File: config.mk
export PLATFORM = sky130hd
export DESIGN_NAME = serial_subtractor
export DESIGN_NICKNAME = d
export VERILOG_FILES = /design/src/rtl/serial_subtractor.sv
export SDC_FILE = /design/constraint.sdc
export NUM_CORES = 1
export LEC_CHECK = 0
export ABC_CLOCK_PERIOD_IN_PS = 3300
export CAP_MARGIN = 15
export CORE_UTILIZATION = 46
export CTS_CLUSTER_SIZE = 16
export DETAILED_ROUTE_END_ITERATION = 10
export PLACE_DENSITY = 0.71
export SYNTH_ARGS = -nofsm -noshare
export SYNTH_HDL_FRONTEND = slang
export SYNTH_SLANG_ARGS = --single-unit
File: constraint.sdc
create_clock -name clk -period 3.3 [get_ports clk]
set_clock_uncertainty 0.1 [all_clocks]
set_input_delay 0.99 -clock clk [delete_from_list [all_inputs] [get_ports clk]]
set_output_delay 0.99 -clock clk [all_outputs]
set_load 0.02 [all_outputs]
File: src/rtl/serial_subtractor.sv
// Bit-serial N-bit subtractor: D = A - B, one bit per clock, LSB first, using a single
// full-subtractor cell and a registered borrow. Flags and done pulse appear together.
module serial_subtractor #(
   parameter int unsigned N = 8
) (
   input  logic         clk,
   input  logic         rst,
   input  logic         start,
   input  logic [N-1:0] A,
   input  logic [N-1:0] B,
   output logic [N-1:0] D,
   output logic         B_out,
   output logic         V,
   output logic         Z,
   output logic         busy,
   output logic         done
);

   localparam int unsigned CW = $clog2(N) + 1;

   typedef enum logic [1:0] {StIdle, StShift, StDone} state_e;

   state_e         state_q, state_d;
   logic [N-1:0]   a_sr, b_sr, r_sr;
   logic           bor;
   logic [CW-1:0]  cnt;
   logic           a_msb, b_msb;

   logic           a_bit, b_bit, d_bit, bor_nxt;
   logic [N-1:0]   res_nxt;
   logic           accept, last;

   // Full-subtractor cell on the current LSBs
   always_comb begin
      a_bit   = a_sr[0];
      b_bit   = b_sr[0];
      d_bit   = a_bit ^ b_bit ^ bor;
      bor_nxt = (~a_bit & b_bit) | (~(a_bit ^ b_bit) & bor);
      res_nxt = {d_bit, r_sr[N-1:1]};
      accept  = start && (state_q != StShift);
      last    = (state_q == StShift) && (cnt == CW'(N - 1));
   end

   always_comb begin
      state_d = state_q;
      busy    = 1'b0;
      done    = 1'b0;
      unique case (state_q)
         StIdle: begin
            if (start) state_d = StShift;
         end
         StShift: begin
            busy = 1'b1;
            if (last) state_d = StDone;
         end
         StDone: begin
            done    = 1'b1;
            state_d = start ? StShift : StIdle;
         end
         default: state_d = StIdle;
      endcase
   end

   always_ff @(posedge clk or posedge rst) begin
      if (rst) begin
         state_q <= StIdle;
         a_sr    <= '0;
         b_sr    <= '0;
         r_sr    <= '0;
         bor     <= 1'b0;
         cnt     <= '0;
         a_msb   <= 1'b0;
         b_msb   <= 1'b0;
         D       <= '0;
         B_out   <= 1'b0;
         V       <= 1'b0;
         Z       <= 1'b0;
      end else begin
         state_q <= state_d;
         if (accept) begin
            a_sr  <= A;
            b_sr  <= B;
            bor   <= 1'b0;
            cnt   <= '0;
            a_msb <= A[N-1];
            b_msb <= B[N-1];
         end else if (state_q == StShift) begin
            a_sr <= a_sr >> 1;
            b_sr <= b_sr >> 1;
            r_sr <= res_nxt;
            bor  <= bor_nxt;
            cnt  <= cnt + CW'(1);
            // Outputs only move on the completion edge
            if (last) begin
               D     <= res_nxt;
               B_out <= bor_nxt;
               V     <= (a_msb != b_msb) && (d_bit != a_msb);
               Z     <= (res_nxt == '0);
            end
         end
      end
   end

endmodule

==> impl_results.md <==
* Post-CTS setup buffers at 0
* Register area share after synthesis at 0.565
* Die Area at 0.00440 mm2
* Pwr per Cell Area at around 870 mW/mm2
* Sink Count at 43
* Htree depth at 2
* Ys flop type: dfrtp_1
* Synthesized area per cell at between 10 and 15 um2
* Initial antenna violation count at 0
* Fmax at slightly below 0.4 GHz
* Worst min path class: reg2reg
* Initial Util at 0.476
* Wire per inst at around 13 um
* Slowest-stage cell, CP: clkdlybuf4s50_1
* Clk slew on worst S/H paths at approximately 0.070 ns
* Worst skew pair latency at between 0.2 and 0.3 ns
* Main area contributors after synthesis: dfrtp_1, mux2i_1, nand2_1
* Post_cts resized at 0
* # diodes at 0
* CP required at approximately 2.2 ns
* Final setup vio count at 0
* Post-Synthesis Net Count at 190
* Syn. warnings at 0
* Crit path kind: reg2out
* Setup crit start kind: flip-flop
* Vias in the first global route at approximately 1.3k
* Global placement routability congestion at 0.772
* Final setup margin at 0.731 ns
* Share of cells above drive strength 1 at 0.127
* Core area at 0.00400 mm2
* Port bufs at 31
* Area share of the largest cell type after synthesis at 0.565
* CP Max Fanout at 2
* Total Wirelength at about 3.4 mm
* RSZ-0062 raised after global routing: false
* Final Net Count at ~220
* Worst slack, placed at 0.703 ns
* Worst Tran Pin Value at ~0.75 ns
* CP Cell Sequence: nand2b_1, inv_2, clkdlybuf4s50_1
* Max_slew headroom at 0.499
* Cts hold-fix bufs at 0
* Final Hold Viols at 0
* DP HPWL at approximately 2.5 mm
* Largest net degree at the start of global routing at 44
* Maximum vdd ir drop at between 0.0003 and 0.0004 V
* Period minus WS final at between 2 and 3 ns
* CTS tree: built
* First-pass DRT Iterations at 4
* Lkg Pwr at ~1.1 nW
* Crit-path max cell delay at approximately 0.59 ns
* Io pins at 32
* Synthesized flop and latch total at 43
* CP Capture Type: primary output
* Gate Count Post-Synth at roughly 170
* Via-per-instance ratio at 5.20
* Asr flop ratio synth at 1.00
* Inserted Clock Buffers at 5
* First-pass GRT wire length at 5.97 mm
* Layout area overhead at 23.4%
* Drc violations at 0
* Total Neg Setup Slack at 0 ns
* Overflow after GRT at 0
* Post-route ant nets at 0
* Iteration-0 DRC Markers at ~100
* Site Rows at 23
* Yosys cell types at 23
* EDFF count, synth at 0
* Max-cap violations at 0
* Max-slew violations at 0
* Clk root buf: clkbuf_8
* Final period util at 0.778
* Die Span Y at 66.4 um
* Mapped cell area at roughly 0.0019 mm2
* Chip width at ~66 um
* WP data arrival at 1.48 ns
* Max clock buf depth at 2
* GRT Overall Usage at 0.185
* Status: finished, final reports clean
* Vias at 1322
* Yosys top cell by area: dfrtp_1
* Util after Layout at 0.588
-- synth_stat cells, drive strengths merged, types with 2 or more instances --
cell type and count:
clkbuf 2, nand2 41, nand2b 2, nand3 3, inv 7, buf 7, nor2 3, nor4 2
mux2 12, dfrtp 43, o21ai 21, mux2i 19
-- critical path, delay by kind of cell, from the launching register on --
family	cells	cell delay (ns)
buf+inv	2	0.66
flops	1	0.37
simple gates	1	0.17
-- placed cells by master (no fill, tap or decap) --
cell / n
clkdlybuf4s50_1: 31
inv_2: 1
dfrtp_1: 43
buf_4: 5
nor2_1: 3
ha_1: 1
nor4_1: 2
nand2_1: 41
fa_1: 1
nand3b_1: 1
clkbuf_1: 1
nor3_4: 1
inv_1: 6
nand3_1: 3
o21ai_0: 21
nor2b_1: 1
mux2i_1: 19
clkbuf_8: 7
mux2_4: 7
mux2_2: 5
o22a_1: 1
a31oi_1: 1
nand2b_1: 2
-- final timing paths --
path | from | end | slack (ns) | cells after the start
setup / recovery | state_q[1]$_DFFE_PP0P_ | busy | 0.73 | 3
max in group asynchronous | rst | b_sr[1]$_DFFE_PP0P_ | 1.69 | 3
setup reg to reg | state_q[1]$_DFFE_PP0P_ | D[1]$_DFFE_PP0P_ | 1.30 | 4
hold / removal | a_sr[4]$_DFFE_PP0P_ | a_sr[3]$_DFFE_PP0P_ | 0.39 | 2
min in group asynchronous | rst | D[7]$_DFFE_PP0P_ | 1.04 | 3
hold reg to reg | a_sr[4]$_DFFE_PP0P_ | a_sr[3]$_DFFE_PP0P_ | 0.39 | 2
-- cells by family after synthesis --
group / synth area share
AND/OR/NAND/NOR: 0.123
flip-flops: 0.565
multiplexers: 0.185
AO/OA/AOI/OAI: 0.0630
buffers and inverters: 0.0473
adder cells (fa/ha/maj): 0.0171
-- flip-flops by register name, summed over array words and instances, names as in the netlist --
signal / cells
B_out: 1
D: 8
V: 1
Z: 1
a_msb: 1
a_sr: 8
b_msb: 1
b_sr: 8
bor: 1
cnt: 4
r_sr: 7
state_q: 2
-- area by class of cell --
cell class,count,area [um2]
repair buffers,36,348
multi-input cells,110,739
clock buffers,8,100
fillers,340,1650
inverters,7,26.3
well taps,50,62.6
flip-flops and latches,43,1080
-- report_power, final --
group          internal [mW]  leakage (nW)  switching (mW)  total, mW
Sequential             0.747         0.546           0.160      0.907
Clock                  0.191        0.0515           0.164      0.355
Combinational          0.381         0.499           0.404      0.785
-- stage by stage --
stage	power [mW]	cells	area (um2)	hold WS, ns
3_5_place_dp	1.72	246	2250	0.371
5_1_grt	2.22	254	2350	0.421
3_3_place_gp	1.67	246	2250	0.363
6_report	2.05	254	2350	0.387
2_1_floorplan	1.44	169	1910	0.349
4_1_cts	2.07	254	2350	0.389
-- per-layer routing --
layer / GRT usage / vias up / share of wire
li1: - / 629 / -
met4: 0.0559 / 0 / 0.0070
met1: 0.229 / 660 / 0.45
met5: 0 / - / 0
met3: 0.0466 / 4 / 0.032
met2: 0.314 / 29 / 0.51
(Power assumes the default switching activity.)
